File: src/rtl/seg7_pkg.sv
// Shared seven-segment constants, digit table and scanner state type.
// Segment vectors are {g,f,e,d,c,b,a}, active-low.
package seg7_pkg;

  localparam int NUM_POS    = 8;
  localparam int NUM_DIGITS = 6;
  localparam int SIGN_POS   = 6;

  localparam logic [6:0] SEG_BLANK = 7'b1111111;
  localparam logic [6:0] SEG_MINUS = 7'b0111111;
  localparam logic [6:0] SEG_E     = 7'b0000110;

  // Entry i is the pattern for decimal digit i.
  localparam logic [9:0][6:0] SEG_DIGITS = {
    7'b0010000,  // 9
    7'b0000000,  // 8
    7'b1111000,  // 7
    7'b0000010,  // 6
    7'b0010010,  // 5
    7'b0011001,  // 4
    7'b0110000,  // 3
    7'b0100100,  // 2
    7'b1111001,  // 1
    7'b1000000   // 0
  };

  typedef enum logic {
    ST_BLANK = 1'b0,
    ST_DRIVE = 1'b1
  } state_e;

  typedef logic [NUM_DIGITS-1:0][3:0] bcd_vec_t;

  function automatic logic [6:0] bcd_to_seg(input logic [3:0] bcd);
    logic [6:0] code;
    code = SEG_E;
    if (bcd < 4'd10) code = SEG_DIGITS[bcd];
    return code;
  endfunction

endpackage

File: src/rtl/seg7_decode.sv
// Combinational BCD to seven-segment decoder with blank and minus overrides.
// Codes 10..15 render as 'E'; blank takes priority over minus.
module seg7_decode
  import seg7_pkg::*;
(
  input  logic [3:0] bcd,
  input  logic       blank,
  input  logic       minus,
  output logic [6:0] seg
);

  always_comb begin
    seg = bcd_to_seg(bcd);
    if (minus) seg = SEG_MINUS;
    if (blank) seg = SEG_BLANK;
  end

endmodule

File: src/rtl/seven_seg_scanner.sv
// Time-multiplexes six double-buffered BCD digits plus a sign onto an
// 8-position common-anode display, with blank gaps and leading-zero blanking.
module seven_seg_scanner
  import seg7_pkg::*;
#(
  parameter int REFRESH_DIV  = 12500,
  parameter int BLANK_CYCLES = 100,
  parameter int LZ_SUPPRESS  = 1,
  parameter int DP_POS       = 8
) (
  input  logic       clk,
  input  logic       reset,
  input  logic [3:0] digit_0,
  input  logic [3:0] digit_1,
  input  logic [3:0] digit_2,
  input  logic [3:0] digit_3,
  input  logic [3:0] digit_4,
  input  logic [3:0] digit_5,
  input  logic       sign,
  input  logic       digits_valid,
  output logic [7:0] an,
  output logic [6:0] seg,
  output logic       dp
);

  localparam int RW = (REFRESH_DIV > 1) ? $clog2(REFRESH_DIV) : 1;
  localparam int BW = (BLANK_CYCLES > 1) ? $clog2(BLANK_CYCLES) : 1;
  localparam logic [RW-1:0] R_LAST = RW'(REFRESH_DIV - 1);
  localparam logic [BW-1:0] B_LAST = BW'(BLANK_CYCLES - 1);
  localparam bit            DP_EN  = (DP_POS >= 0) && (DP_POS < NUM_POS);
  localparam logic [2:0]    DP_IDX = DP_EN ? 3'(DP_POS) : 3'd0;

  state_e          state_q, state_d;
  logic [RW-1:0]   drv_cnt_q, drv_cnt_d;
  logic [BW-1:0]   blk_cnt_q, blk_cnt_d;
  logic [2:0]      pos_q, pos_d;
  bcd_vec_t        pend_dig_q, pend_dig_d;
  logic            pend_sign_q, pend_sign_d;
  bcd_vec_t        shadow_dig_q, shadow_dig_d;
  logic            shadow_sign_q, shadow_sign_d;
  logic [7:0]      an_q, an_d;
  logic [6:0]      seg_q, seg_d;
  logic            dp_q, dp_d;

  logic [NUM_POS-1:0]      show;
  logic                    seen_nonzero;
  logic [NUM_POS-1:0][3:0] pos_bcd;
  logic                    lit;
  logic                    dec_minus;
  logic [6:0]              dec_seg;

  // Sequencing, counters and buffering
  always_comb begin
    state_d       = state_q;
    drv_cnt_d     = drv_cnt_q;
    blk_cnt_d     = blk_cnt_q;
    pos_d         = pos_q;
    shadow_dig_d  = shadow_dig_q;
    shadow_sign_d = shadow_sign_q;
    pend_dig_d    = pend_dig_q;
    pend_sign_d   = pend_sign_q;

    if (digits_valid) begin
      pend_dig_d  = {digit_5, digit_4, digit_3, digit_2, digit_1, digit_0};
      pend_sign_d = sign;
    end

    unique case (state_q)
      ST_BLANK: begin
        if (blk_cnt_q == B_LAST) begin
          state_d   = ST_DRIVE;
          blk_cnt_d = '0;
          drv_cnt_d = '0;
          // Frame boundary: shadow takes pending as it stood before this edge.
          if (pos_q == 3'd0) begin
            shadow_dig_d  = pend_dig_q;
            shadow_sign_d = pend_sign_q;
          end
        end else begin
          blk_cnt_d = blk_cnt_q + 1'b1;
        end
      end
      ST_DRIVE: begin
        if (drv_cnt_q == R_LAST) begin
          state_d   = ST_BLANK;
          drv_cnt_d = '0;
          pos_d     = pos_q + 3'd1;
        end else begin
          drv_cnt_d = drv_cnt_q + 1'b1;
        end
      end
      default: state_d = ST_BLANK;
    endcase
  end

  // Per-position visibility; a digit is kept once any more-significant digit is nonzero.
  always_comb begin
    show         = '0;
    seen_nonzero = 1'b0;
    for (int unsigned k = 0; k < NUM_DIGITS; k++) begin
      seen_nonzero = seen_nonzero | (shadow_dig_d[NUM_DIGITS-1-k] != 4'd0);
      show[NUM_DIGITS-1-k] = seen_nonzero || (LZ_SUPPRESS == 0);
    end
    show[0]        = 1'b1;
    show[SIGN_POS] = shadow_sign_d;
    show[7]        = 1'b0;
  end

  // Outputs decode next-state values so the registers line up with the state.
  always_comb begin
    pos_bcd   = {8'h00, shadow_dig_d};
    lit       = (state_d == ST_DRIVE) && show[pos_d];
    dec_minus = (pos_d == 3'(SIGN_POS));
    an_d      = lit ? ~(8'd1 << pos_d) : 8'hFF;
    seg_d     = dec_seg;
    dp_d      = ~(lit && DP_EN && (pos_d == DP_IDX));
  end

  seg7_decode u_decode (
    .bcd   (pos_bcd[pos_d]),
    .blank (~lit),
    .minus (dec_minus),
    .seg   (dec_seg)
  );

  always_ff @(posedge clk or posedge reset) begin
    if (reset) begin
      state_q       <= ST_BLANK;
      drv_cnt_q     <= '0;
      blk_cnt_q     <= '0;
      pos_q         <= '0;
      pend_dig_q    <= '0;
      pend_sign_q   <= 1'b0;
      shadow_dig_q  <= '0;
      shadow_sign_q <= 1'b0;
      an_q          <= 8'hFF;
      seg_q         <= SEG_BLANK;
      dp_q          <= 1'b1;
    end else begin
      state_q       <= state_d;
      drv_cnt_q     <= drv_cnt_d;
      blk_cnt_q     <= blk_cnt_d;
      pos_q         <= pos_d;
      pend_dig_q    <= pend_dig_d;
      pend_sign_q   <= pend_sign_d;
      shadow_dig_q  <= shadow_dig_d;
      shadow_sign_q <= shadow_sign_d;
      an_q          <= an_d;
      seg_q         <= seg_d;
      dp_q          <= dp_d;
    end
  end

  assign an  = an_q;
  assign seg = seg_q;
  assign dp  = dp_q;

endmodule

File: config.mk
export PLATFORM = sky130hd
export DESIGN_NAME = seven_seg_scanner
export DESIGN_NICKNAME = d
export VERILOG_FILES = /design/src/rtl/seg7_pkg.sv /design/src/rtl/seg7_decode.sv /design/src/rtl/seven_seg_scanner.sv
export SDC_FILE = /design/constraint.sdc
export NUM_CORES = 1
export LEC_CHECK = 0
export ABC_CLOCK_PERIOD_IN_PS = 10300
export CAP_MARGIN = 20
export CORE_MARGIN = 4
export CORE_UTILIZATION = 45
export CTS_CLUSTER_DIAMETER = 30
export DETAILED_ROUTE_END_ITERATION = 10
export GPL_TIMING_DRIVEN = 1
export HOLD_SLACK_MARGIN = 0.08
export PLACE_DENSITY = 0.66
export REMOVE_ABC_BUFFERS = 1
export SETUP_SLACK_MARGIN = 0.15
export SLEW_MARGIN = 20
export SYNTH_ARGS = -nofsm -noshare
export SYNTH_HDL_FRONTEND = slang
export SYNTH_HIERARCHICAL = 1
export SYNTH_SLANG_ARGS = --single-unit
File: constraint.sdc
create_clock -name clk -period 10.3 [get_ports clk]
set_input_delay 1.545 -clock clk [delete_from_list [all_inputs] [get_ports clk]]
set_output_delay 1.545 -clock clk [all_outputs]
set_load 0.03 [all_outputs]
## Word level (Yosys, flattened, before mapping)

Memory sizes are Yosys's and may differ from the RTL's.
Cells that the tools add are included.

- Input port bits: 28
- Logic and storage cells: 69
- Memories: 1
- Register bits after elaboration: 90
- ROM bits: 112
- Output and inout port bits: 16

Memory list:

| memory | depth | width | read ports | clocked after Yosys merged registers in | write ports | RTL line | source |
|---|---|---|---|---|---|---|---|
| (name not given) | 16 | 7 | 1 | 0 | 0 | seg7_pkg.sv:37 | `if (bcd < 4'd10) code = SEG_DIGITS[bcd];` |

- Reduce and logical (&&, ||, !) cells: 7
- Bitwise logic cells: 6
- Shift-type cells: 1
- Muxes and demuxes: 24
- Order comparisons: 3
- Add/subtract/negate cells: 3
- Equality and inequality tests: 4

Operator list:

| cell | count |
|---|---|
| $mux 24 | 3 |
| $mux 7 | 5 |
| $mux 14 | 2 |
| $pmux 14 s2 | 1 |
| $reduce_bool 4->1 | 5 |
| $add 14x1->14 const B | 1 |
| $eq 14x14->1 const B | 1 |
| $bmux 4 s3 | 1 |
| $mux 8 | 1 |
| $not 8->8 | 1 |
| $shl 1x3->8 const A | 1 |
| $add 7x1->7 const B | 1 |
| $eq 7x7->1 const B | 1 |
| $mux 1 | 6 |
| $mux 3 | 2 |
| $lt 4x5->1 const B | 1 |
| $lt 3x4->1 const B | 1 |
| $lt 4x4->1 const B | 1 |
| $mux 4 | 1 |
| $or 1x1->1 | 4 |
| $add 3x1->3 const B | 1 |
| $bmux 1 s3 | 1 |
| $eq 3x3->1 const B | 1 |
| $logic_not 3->1 | 1 |
| 4 further kinds | 4 |

## Longest topological paths before layout

Gate-level depths: netlist of run 1.

- Depth after elaboration: 13
- Mapped depth: 14
- Depth with buffers taken out: 13

## Hierarchy

Netlist of run 1, hierarchy kept.

By module, submodules not included:

| module | instances | cells each | area an instance (sq um) | sequential area each (sq um) |
|---|---|---|---|---|
| seven_seg_scanner | 1 | 423 | 4259.1 | 2270.9 |
| seg7_decode | 1 | 34 | 215.2 | 0.0 |

## Least setup slack after synthesis of run 1

No wires, ideal clock.

- Kind: flip-flop to flip-flop
- Start: register drv_cnt_q[10]
- End: register seg_q[3] (netlist: seg[3])
- Required time: 10.203 ns
- Arrival: 3.280 ns
- Stages on the path, launching flop included: 13
- Period minus slack after synthesis: 3.377 ns
- Setup time: 0.097 ns
- Setup slack: 6.923 ns
- Buffers on the path: 1
- Cells stage by stage: dfrtp_1 -> or3_4 -> nor4_4 -> xnor2_1 -> clkbuf_1 -> nand2_1 -> and3_1 -> o311ai_1 -> inv_1 -> ha_1 -> inv_1 -> a21oi_1 -> o21ai_0

- Cells in the longest elaborated chain, start to end: 10
- Elaborated cells on any way between the ends: 17
- Classes of those cells: order compare (1); eq/ne (2); mux (12); reduce/logical (1); memory (1)

Ends and longest elaborated chain:

| item | RTL line | source |
|---|---|---|
| start: declaration | seven_seg_scanner.sv:34 | `logic [RW-1:0] drv_cnt_q, drv_cnt_d;` |
| start signal: assignment | seven_seg_scanner.sv:141 | `drv_cnt_q <= drv_cnt_d;` |
| $eq 14x14->1 * | seven_seg_scanner.sv:84 | `if (drv_cnt_q == R_LAST) begin` |
| $mux 3 | seven_seg_scanner.sv:84 |  |
| $mux 3 | seven_seg_scanner.sv:68 | `unique case (state_q)` |
| $bmux 4 s3 | seven_seg_scanner.sv:120 | `.bcd (pos_bcd[pos_d]),` |
| $mux 4 (not written as such) | seven_seg_scanner.sv:120 |  |
| $mem_v2 16x7 | - |  |
| $mux 7 (not written as such) | seg7_pkg.sv:37 |  |
| $mux 7 | seg7_pkg.sv:37 |  |
| $mux 7 | seg7_decode.sv:14 | `if (minus) seg = SEG_MINUS;` |
| $mux 7 * | seg7_decode.sv:15 | `if (blank) seg = SEG_BLANK;` |
| net dec_seg[3] | seven_seg_scanner.sv:50 | `logic [6:0] dec_seg;` |
| end signal: assignment | seven_seg_scanner.sv:149 | `seg_q <= seg_d;` |
| end: declaration | seven_seg_scanner.sv:42 | `logic [6:0] seg_q, seg_d;` |

The timed path passes the listed nets; every way through them passes the cells marked *. The select of a mux whose other input is x is not followed.
A chain may end at the register's enable or synchronous reset.

## Final worst setup path of run 1

Ends and elaborated chain as after synthesis.

==> impl_metrics.env, run 1 <==
export IMPL_via_count_of_the_first_global_routing_pass=3360
export IMPL_synth_top_cells_by_area="dfrtp_1, nand2_1, dfstp_2"
export IMPL_die_height_um=108
export IMPL_max_clock_freq_ghz=0.244
export IMPL_cts_clk_slew_worst_paths_ps=90
export IMPL_routed_via_density=5.59
export IMPL_initial_core_util=0.460
export IMPL_grt_pass1_wl_um=16200
export IMPL_timing_final_setup_violations=0
export IMPL_dpl_cell_count=616
export IMPL_post_cts_resized=0
export IMPL_max_slew_margin_rel=0.365
export IMPL_final_estimated_routing_congestion_in_global_placement=0.851
export IMPL_synthesis_instances=457
export IMPL_final_hold_violation_count=0
export IMPL_fin_crit_ps=4100
export IMPL_p_int_w=0.000503
export IMPL_nets=531
export IMPL_worst_hold_startpoint="shadow_dig_q[0]"
export IMPL_synth_most_common_cell="nand2_1"
export IMPL_number_of_remaining_drc_errors=0
export IMPL_detail_route_iter0_violations=230
export IMPL_grt_max_degree=65
export IMPL_grt_setup_unrepaired="no"
export IMPL_worst_setup_path_type="reg -> reg"
export IMPL_first_pass_detailed_route_iteration_total=5
export IMPL_synth_distinct_cells=53
export IMPL_fp_dieArea_um2=11600
export IMPL_fp_row_count=36
export IMPL_netSwitchingPower_w=0.000151
export IMPL_drive_gt1_frac=0.146
export IMPL_global_route_usage_total=0.174
export IMPL_worst_r2r_endpoint="seg[3]"
export IMPL_ir_worst_vdd_uv=66.8
export IMPL_maxCapViolCount=0
export IMPL_pwr_share_seq=0.572
export IMPL_yosysWarningCount=6
export IMPL_crit_path_max_fanout=18
export IMPL_power_share_combinational=0.051
export IMPL_routed_wl_um=9580
export IMPL_cts_root_buf="clkbuf_8"
export IMPL_clk_insertion_delay_late_ps=360
export IMPL_via_count=3532
export IMPL_synth_area_leader_cell="dfrtp_1"
export IMPL_power_share_switching=0.231
export IMPL_layout_cells_non_filler=632
export IMPL_chipWidth_um=108
export IMPL_timing_final_crit_share=0.398
export IMPL_cts_setup_buffers=0
export IMPL_run_status="finished, final reports clean"
export IMPL_async_reset_ff_frac=1.00
export IMPL_initial_antenna_violation_count=0
export IMPL_final_cell_area_um2=5200
export IMPL_post_cts_hold_buffer_count=0
export IMPL_fin_setup_tns_ps=0
export IMPL_cts_max_level=3
export IMPL_rr_worst_depth=12
export IMPL_layout_core_utilization=0.535
export IMPL_top_post_synthesis_cells_by_count="nand2_1, dfrtp_1, mux2_2"
export IMPL_portBuffers=42
export IMPL_clock_power_share=0.377
export IMPL_holdPathEnd="shadow_dig_q[0]"
export IMPL_power_density_nw_per_um2=126
export IMPL_critical_path_required_ps=10580
export IMPL_worst_hold_path_type="reg -> reg"
export IMPL_worst_setup_path_start_kind="flip-flop"
export IMPL_antenna_diode_count=0
export IMPL_synth_register_bits=90
export IMPL_placed_cell_area_um2=5000
export IMPL_fp_coreArea_um2=9730
export IMPL_cts_max_path_buffers=2
export IMPL_cts_tree="built"
export IMPL_flow_area_growth_from_synthesis_pct=16.3
export IMPL_endpoint_kind="flip-flop"
export IMPL_syn_area_um2=4470
export IMPL_clk_sink_count=90
export IMPL_synthesis_area_per_instance_um2=9.79
export IMPL_synth_top_flop_cell="dfrtp_1"
export IMPL_synth_edff_count=0
export IMPL_worstMarginPinSlew_ps=946
export IMPL_finClkSkew_ps=6.37
export IMPL_yosysTopAreaCellShare=0.419
export IMPL_worstPathArrival_ps=4380
export IMPL_dp_final_hpwl_um=6710
export IMPL_synth_yosys_seq_area_share=0.508
export IMPL_cts_made_buffers=9
export IMPL_min_path_cells=2
export IMPL_globalRoute_totalOverflow=0
export IMPL_fill_cell_instance_count_of_the_final_layout=905
export IMPL_regToRegSetupSlack_ps=6200
export IMPL_top_level_ports=44
export IMPL_slew_viol_final=0
export IMPL_routed_wire_length_per_instance_um=15.2
export IMPL_static_leakage_nw=2.18
export IMPL_rr_startpoint="drv_cnt_q[10]"
export IMPL_final_antenna_net_count=0
## cells in the final DEF (no fill, tap or decap), types with 6 or more instances in the layout
cell type / n
nor4_1: 10
nor2_1: 29
dfstp_2: 15
clkbuf_8: 10
clkdlybuf4s50_1: 41
o211ai_1: 9
nand3_1: 13
o21ai_0: 16
ha_1: 9
inv_1: 11
nand2_1: 107
o21ai_1: 7
mux2_2: 31
a21oi_1: 12
and3_1: 10
dfrtp_1: 75
o31ai_1: 6
mux2i_1: 7
## worst max-delay path, stage by stage, from the launching register on
cell      delay, ps
dfrtp_1         440
or3_4           440
nor4_4          560
xnor2_1         490
clkinv_2        520
mux2_2          400
o211ai_1        160
o311ai_1        270
inv_1           190
ha_1            170
nor2b_1         160
a21oi_1          60
o21ai_0         170
## cell type report
type                       instances  area, µm²  area share
clock inverter                     5       62.6      0.0120
timing repair buffer              45        438      0.0842
sequential                        90       2270       0.436
inverter                          14       55.1      0.0106
tap                              133        166      0.0320
multi-input combinational        334       2070       0.398
clock buffer                      11        141      0.0272
## registers in the layout, summed over array words and instances, names as in the netlist
signal         cells
shadow_sign_q      1
pend_sign_q        1
shadow_dig_q      24
an                 8
blk_cnt_q          7
pos_q              3
seg                7
drv_cnt_q         14
pend_dig_q        24
state_q            1
## power by group through the flow
stage / Combinational (W) / Sequential [W] / Clock, W
2_1_floorplan: 0.0000179 / 0.000377 / 0
3_3_place_gp: 0.0000336 / 0.000381 / 0
3_5_place_dp: 0.0000347 / 0.000381 / 0
4_1_cts: 0.0000348 / 0.000374 / 0.000253
5_1_grt: 0.0000371 / 0.000376 / 0.000267
6_report: 0.0000332 / 0.000374 / 0.000247
## kinds of logic after synthesis
group | after synthesis | synth area share
buffers and inverters | 34 | 0.0338
and+or+nand+nor | 198 | 0.208
adders and majority gates | 9 | 0.0252
muxes | 38 | 0.0937
other | 1 | 0.000838
DFF | 90 | 0.508
AOI/OAI and AO/OA | 83 | 0.123
xor gates and xnor gates | 4 | 0.00783
## per-layer routing
| metal | routed length [µm] | vias up | global-route usage |
|---|---|---|---|
| met2 | 4880 | 80 | 0.299 |
| met4 | 166 | 0 | 0.0604 |
| met1 | 4150 | 1751 | 0.219 |
| li1 | - | 1686 | - |
| met3 | 383 | 15 | 0.0330 |
| met5 | 0 | - | 0 |
## worst max-delay path by stage
stage,from,slack [ps],endpoint,cells past startpoint
floorplan,reset,6440,blk_cnt_q[0],1
global placement,drv_cnt_q[10],6460,seg[3],12
detailed placement,drv_cnt_q[10],6270,seg[3],12
CTS,drv_cnt_q[10],6200,seg[3],12
global route,drv_cnt_q[0],5800,seg[3],13
finish,drv_cnt_q[10],6200,seg[3],12
## stage by stage
step           power (W)  worst slack (ps)  hold slack (ps)
4_1_cts         0.000662              6200              486
3_5_place_dp    0.000416              6270              464
6_report        0.000654              6200              484
3_3_place_gp    0.000414              6460              468
2_1_floorplan   0.000395              6440              445
5_1_grt         0.000681              5800              518
Note: power is estimated with default switching activity, not from simulation.
==> inputs of run 2 (changes only) <==
Settings changed: ABC_CLOCK_PERIOD_IN_PS 10300 to 3450, PLACE_DENSITY 0.66 to 0.69.
Clock period 10.3 ns to 3.45 ns, I/O delays scaled along.
==> run 2 against run 1 <==
Net effect: worst setup slack lost 5900 ps; sequential power grew to 3.0 times the previous value; sequential cell count stayed put; fmax up 30%; final area grew 3.6%; register-to-register slack worse by 5900 ps; combinational power rose to 3.1 times the previous value; final cell count increased by 2.1%; global-route usage barely moved; highest routed layer unchanged; largest cell class unchanged; clock skew grew 8.8 ps; critical endpoint unchanged; total power increased to 3.0 times the previous value.
==> impl_metrics.env, run 2 (same netlist as run 1, synthesis figures left out) <==
export IMPL_placed_cell_area_um2=5090
export IMPL_crit_buf_inv=3
export IMPL_dp_final_hpwl_um=6900
export IMPL_grt_setup_unrepaired="no"
export IMPL_cts_tree="built"
export IMPL_grt_busiest_layer="met2"
export IMPL_cts_max_level=3
export IMPL_grt_pass1_wl_um=16200
export IMPL_run_status="finished, final reports clean"
export IMPL_routed_wire_length_per_instance_um=15.0
export IMPL_globalRoute_totalOverflow=0
export IMPL_fin_crit_ps=3160
export IMPL_chipWidth_um=108
export IMPL_cts_root_buf="clkbuf_8"
export IMPL_final_antenna_net_count=0
export IMPL_mostFrequentLayoutCell="nand2_1"
export IMPL_fp_coreArea_um2=9730
export IMPL_first_pass_detailed_route_iteration_total=4
export IMPL_stage_delay_of_the_slowest_cell_on_the_critical_path_ps=440
export IMPL_portBuffers=42
export IMPL_timing_final_crit_share=0.915
export IMPL_biggestRegsByFlops="pend_dig_q: 24 flops, shadow_dig_q: 24 flops, drv_cnt_q: 14 flops"
export IMPL_critical_path_required_ps=3730
export IMPL_cts_clk_slew_worst_paths_ps=100
export IMPL_global_route_usage_total=0.174
export IMPL_final_cell_area_um2=5390
export IMPL_power_density_nw_per_um2=363
export IMPL_worstPathArrival_ps=3430
export IMPL_timing_final_setup_violations=0
export IMPL_clk_sink_count=90
export IMPL_cts_max_path_buffers=2
export IMPL_initial_core_util=0.460
export IMPL_critical_path_cell_list="or3_4, nor4_4, xnor2_1, bufinv_8, mux2_2, o211ai_1, o311ai_4, inv_1, ha_1, inv_1, a21oi_1, o21ai_0"
export IMPL_worst_setup_path_start_kind="flip-flop"
export IMPL_slew_viol_final=0
export IMPL_maxCapViolCount=0
export IMPL_slowest_stage="dfrtp_1"
export IMPL_routed_via_density=5.43
export IMPL_top_level_ports=44
export IMPL_static_leakage_nw=2.26
export IMPL_die_height_um=108
export IMPL_max_slew_margin_rel=0.488
export IMPL_grt_max_degree=47
export IMPL_endpoint_kind="flip-flop"
export IMPL_hold_slack_ps=487
export IMPL_groute_layer_met1_usage=0.224
export IMPL_final_estimated_routing_congestion_in_global_placement=0.902
export IMPL_final_hold_violation_count=0
export IMPL_cpLargestDelayFamily="simple AND/OR/NAND/NOR gates"
export IMPL_detail_route_iter0_violations=204
export IMPL_cp_common_cell="inv_1"
export IMPL_routed_wl_um=9690
export IMPL_use_met3=0.0414
export IMPL_via_count_of_the_first_global_routing_pass=3395
export IMPL_worst_hold_path_type="reg -> reg"
export IMPL_fin_setup_tns_ps=0
export IMPL_fp_row_count=36
export IMPL_mostFrequentLayoutCells="nand2_1, dfrtp_1, clkdlybuf4s50_1"
export IMPL_number_of_remaining_drc_errors=0
export IMPL_worst_setup_path_type="reg -> reg"
export IMPL_crit_path_max_fanout=18
export IMPL_cts_made_buffers=9
export IMPL_drive_gt1_frac=0.178
export IMPL_global_route_usage_met2=0.282
export IMPL_initial_antenna_violation_count=0
export IMPL_nets=544
export IMPL_fp_dieArea_um2=11600
export IMPL_worstMarginPinSlew_ps=768
export IMPL_via_count=3505
export IMPL_ir_worst_vdd_uv=216
export IMPL_antenna_diode_count=0
export IMPL_max_clock_freq_ghz=0.317
export IMPL_finClkSkew_ps=15.1
export IMPL_flow_area_growth_from_synthesis_pct=20.4
export IMPL_clk_insertion_delay_late_ps=360
export IMPL_fill_cell_instance_count_of_the_final_layout=881
-- run 2: worst paths after layout --
kind                                 start              end  slack [ps]  cells after the start
max                          drv_cnt_q[10]           seg[3]         290                     12
min                        shadow_dig_q[2]  shadow_dig_q[2]         490                      2
max reg2reg                  drv_cnt_q[10]           seg[3]         290                     12
min reg2reg                shadow_dig_q[2]  shadow_dig_q[2]         490                      2
max in group asynchronous            reset            an[2]        2110                      3
min in group asynchronous            reset   pend_dig_q[11]         600                      2
-- run 2: what timing repair did --
item,CTS,global route
endpoints found under the setup margin,0,7
hold buffers,0,0
gates resized for setup,0,11
setup buffers,0,2
-- run 2: final cells by class --
class                   instances  area [µm²]  share of cell area
flip-flops and latches         90        2270               0.421
clock inverters                 5        62.6              0.0116
well taps                     133         166              0.0309
repair buffers                 58         557               0.103
multi-input cells             334        2120               0.394
inverters                      14        67.6              0.0125
clock buffers                  11         141              0.0262
-- run 2: per-layer routing --
| layer | routed length, µm | vias to the layer above |
|---|---|---|
| met4 | 209 | 0 |
| met3 | 406 | 19 |
| met2 | 4800 | 73 |
| met1 | 4260 | 1708 |
| met5 | 0 | - |
| li1 | - | 1705 |
-- run 2: worst reg2reg max path: cells and delay by family, from the launching register on --
kind	cells	cell delay, ps
simple gates	2	730
mux	1	350
buf+inv	3	500
flops	1	440
fa+ha+maj	1	260
xor+xnor	1	140
compound gates	4	660
-- run 2: through the flow --
stage / setup slack, ps / utilization / power [W] / instances
floorplan: -61.1 / - / 0.00118 / 438
global placement: 278 / 0.523 / 0.00124 / 627
CTS: 151 / 0.544 / 0.00198 / 643
finish: 293 / 0.554 / 0.00196 / 645
detailed placement: 199 / 0.523 / 0.00124 / 627
global route: 139 / 0.554 / 0.00204 / 645
-- run 2: where the power goes --
group          leakage, nW  internal (W)  total [W]  switching, W
Combinational         1.03     0.0000601   0.000102     0.0000419
Sequential            1.13       0.00109    0.00112     0.0000311
Clock               0.0962      0.000359   0.000739      0.000380
==> inputs of run 3 (changes only) <==
Settings changed: CTS_BUF_LIST set to sky130_fd_sc_hd__clkbuf_2.
==> run 3 against run 2 <==
Net effect: via count increased by 1.5%; clock power decreased by 27%; combinational power about the same; final cell count increased by 0.47%; sequential share of layout area increased by 0.53 points; non-clock buffer count increased by 3; fmax increased by 0.28%; final area decreased by 1.1%; clock skew increased by 17 ps; first-iteration DRC count decreased by 8.3%; critical path depth increased by 1; total power decreased by 10%; highest routed layer unchanged.
==> impl_metrics.env, run 3 (same netlist as run 1, synthesis figures left out) <==
export IMPL_cts_tree="built"
export IMPL_top_level_ports=44
export IMPL_worst_setup_path_type="reg -> reg"
export IMPL_run_status="finished, final reports clean"
export IMPL_groute_layer_met1_usage=0.224
export IMPL_final_estimated_routing_congestion_in_global_placement=0.902
export IMPL_routed_via_density=5.49
export IMPL_grt_max_degree=47
export IMPL_clk_insertion_delay_late_ps=560
export IMPL_endpoint_kind="flip-flop"
export IMPL_cts_max_level=3
export IMPL_max_clock_freq_ghz=0.318
export IMPL_number_of_remaining_drc_errors=0
export IMPL_worstMarginPinSlew_ps=766
export IMPL_ir_worst_vdd_uv=215
export IMPL_final_cell_area_um2=5330
export IMPL_clk_sink_count=90
export IMPL_mostFrequentLayoutCell="nand2_1"
export IMPL_via_count=3557
export IMPL_timing_final_crit_share=0.913
export IMPL_worst_hold_path_type="in -> async"
export IMPL_crit_path_max_fanout=7
export IMPL_finClkSkew_ps=32.3
export IMPL_layout_core_utilization=0.548
export IMPL_fin_setup_tns_ps=0
export IMPL_fp_row_count=36
export IMPL_static_leakage_nw=2.25
export IMPL_slowest_stage="dfrtp_2"
export IMPL_critical_path_required_ps=3940
export IMPL_first_pass_detailed_route_iteration_total=4
export IMPL_critical_path_cell_list="or3_4, nor4_4, buf_6, mux2i_1, buf_4, nand2b_1, a211o_1, o311ai_4, inv_1, ha_1, inv_1, a21oi_1, o21ai_0"
export IMPL_fp_coreArea_um2=9730
export IMPL_grt_pass1_wl_um=16300
export IMPL_slew_viol_final=0
export IMPL_initial_antenna_violation_count=0
export IMPL_grt_busiest_layer="met2"
export IMPL_biggestRegsByFlops="pend_dig_q: 24 flops, shadow_dig_q: 24 flops, drv_cnt_q: 14 flops"
export IMPL_globalRoute_totalOverflow=0
export IMPL_flow_area_growth_from_synthesis_pct=19.1
export IMPL_power_density_nw_per_um2=330
export IMPL_portBuffers=42
export IMPL_worstPathArrival_ps=3640
export IMPL_initial_core_util=0.460
export IMPL_use_met3=0.0438
export IMPL_nets=547
export IMPL_routed_wl_um=9620
export IMPL_via_count_of_the_first_global_routing_pass=3420
export IMPL_cp_common_cell="inv_1"
export IMPL_detail_route_iter0_violations=187
export IMPL_routed_wire_length_per_instance_um=14.8
export IMPL_antenna_diode_count=0
export IMPL_mostFrequentLayoutCells="nand2_1, dfrtp_1, clkdlybuf4s50_1"
export IMPL_fp_dieArea_um2=11600
export IMPL_max_slew_margin_rel=0.489
export IMPL_final_hold_violation_count=0
export IMPL_fill_cell_instance_count_of_the_final_layout=903
export IMPL_global_route_usage_met2=0.283
export IMPL_hold_slack_ps=350
export IMPL_dp_final_hpwl_um=6900
export IMPL_post_cts_hold_buffer_count=0
export IMPL_global_route_usage_total=0.175
export IMPL_placed_cell_area_um2=5090
export IMPL_maxCapViolCount=0
export IMPL_worst_setup_path_start_kind="flip-flop"
export IMPL_cts_clk_slew_worst_paths_ps=250
export IMPL_cts_root_buf="clkbuf_2"
export IMPL_chipWidth_um=108
export IMPL_fin_crit_ps=3150
export IMPL_stage_delay_of_the_slowest_cell_on_the_critical_path_ps=490
export IMPL_cts_max_path_buffers=2
export IMPL_timing_final_setup_violations=0
export IMPL_final_antenna_net_count=0
export IMPL_die_height_um=108
export IMPL_cts_made_buffers=9
export IMPL_grt_setup_unrepaired="no"
export IMPL_drive_gt1_frac=0.186
## run 3: what timing repair did
| item | in CTS | in global routing |
|---|---|---|
| resized for setup | 2 | 10 |
| endpoints found under the setup margin | 1 | 7 |
| endpoints found under the hold margin | 0 | 0 |
| pin swaps | 0 | 2 |
| buffers inserted | 3 | 2 |
## run 3: final timing paths
check,slack (ps),end,cells after the start,from
max,300,seg[3],13,drv_cnt_q[10]
min,350,shadow_dig_q[6],2,reset
max reg2reg,300,seg[3],13,drv_cnt_q[10]
min reg2reg,510,shadow_dig_q[2],2,shadow_dig_q[2]
max in group asynchronous,2340,an[6],3,reset
min in group clk,510,shadow_dig_q[2],2,shadow_dig_q[2]
## run 3: layout make-up
| class | count | area (µm²) | area share |
|---|---|---|---|
| clock inverters | 6 | 66.3 | 0.0124 |
| inverters | 14 | 67.6 | 0.0127 |
| repair buffers | 61 | 579 | 0.109 |
| well taps | 133 | 166 | 0.0312 |
| multi-input cells | 334 | 2120 | 0.399 |
| clock buffers | 10 | 50.0 | 0.00939 |
| flip-flops and latches | 90 | 2270 | 0.427 |
## run 3: metrics by stage
step	power, W	setup slack [ps]	instances
2_1_floorplan	0.00118	-61.1	438
3_3_place_gp	0.00124	278	627
3_5_place_dp	0.00124	199	627
4_1_cts	0.00178	181	646
5_1_grt	0.00184	152	648
6_report	0.00176	302	648
## run 3: critical path: cells and delay by family (launching register included)
kind / cells / cell delay [ps]
AND/OR/NAND/NOR: 3 / 840
AO/OA/AOI/OAI: 4 / 630
buffers and inverters: 4 / 560
flip-flops: 1 / 490
adder cells (fa/ha/maj): 1 / 340
multiplexers: 1 / 230
## run 3: power by group
part / internal, W / total (W) / switching, W
clock network: 0.000171 / 0.000536 / 0.000365
logic: 0.0000601 / 0.000102 / 0.0000418
registers: 0.00109 / 0.00112 / 0.0000312
## run 3: per-layer routing
layer	wire length (µm)	share of wire	vias up
met5	0	0	-
met3	419	0.044	16
met2	4900	0.51	84
met1	4130	0.43	1738
li1	-	-	1719
met4	176	0.018	0
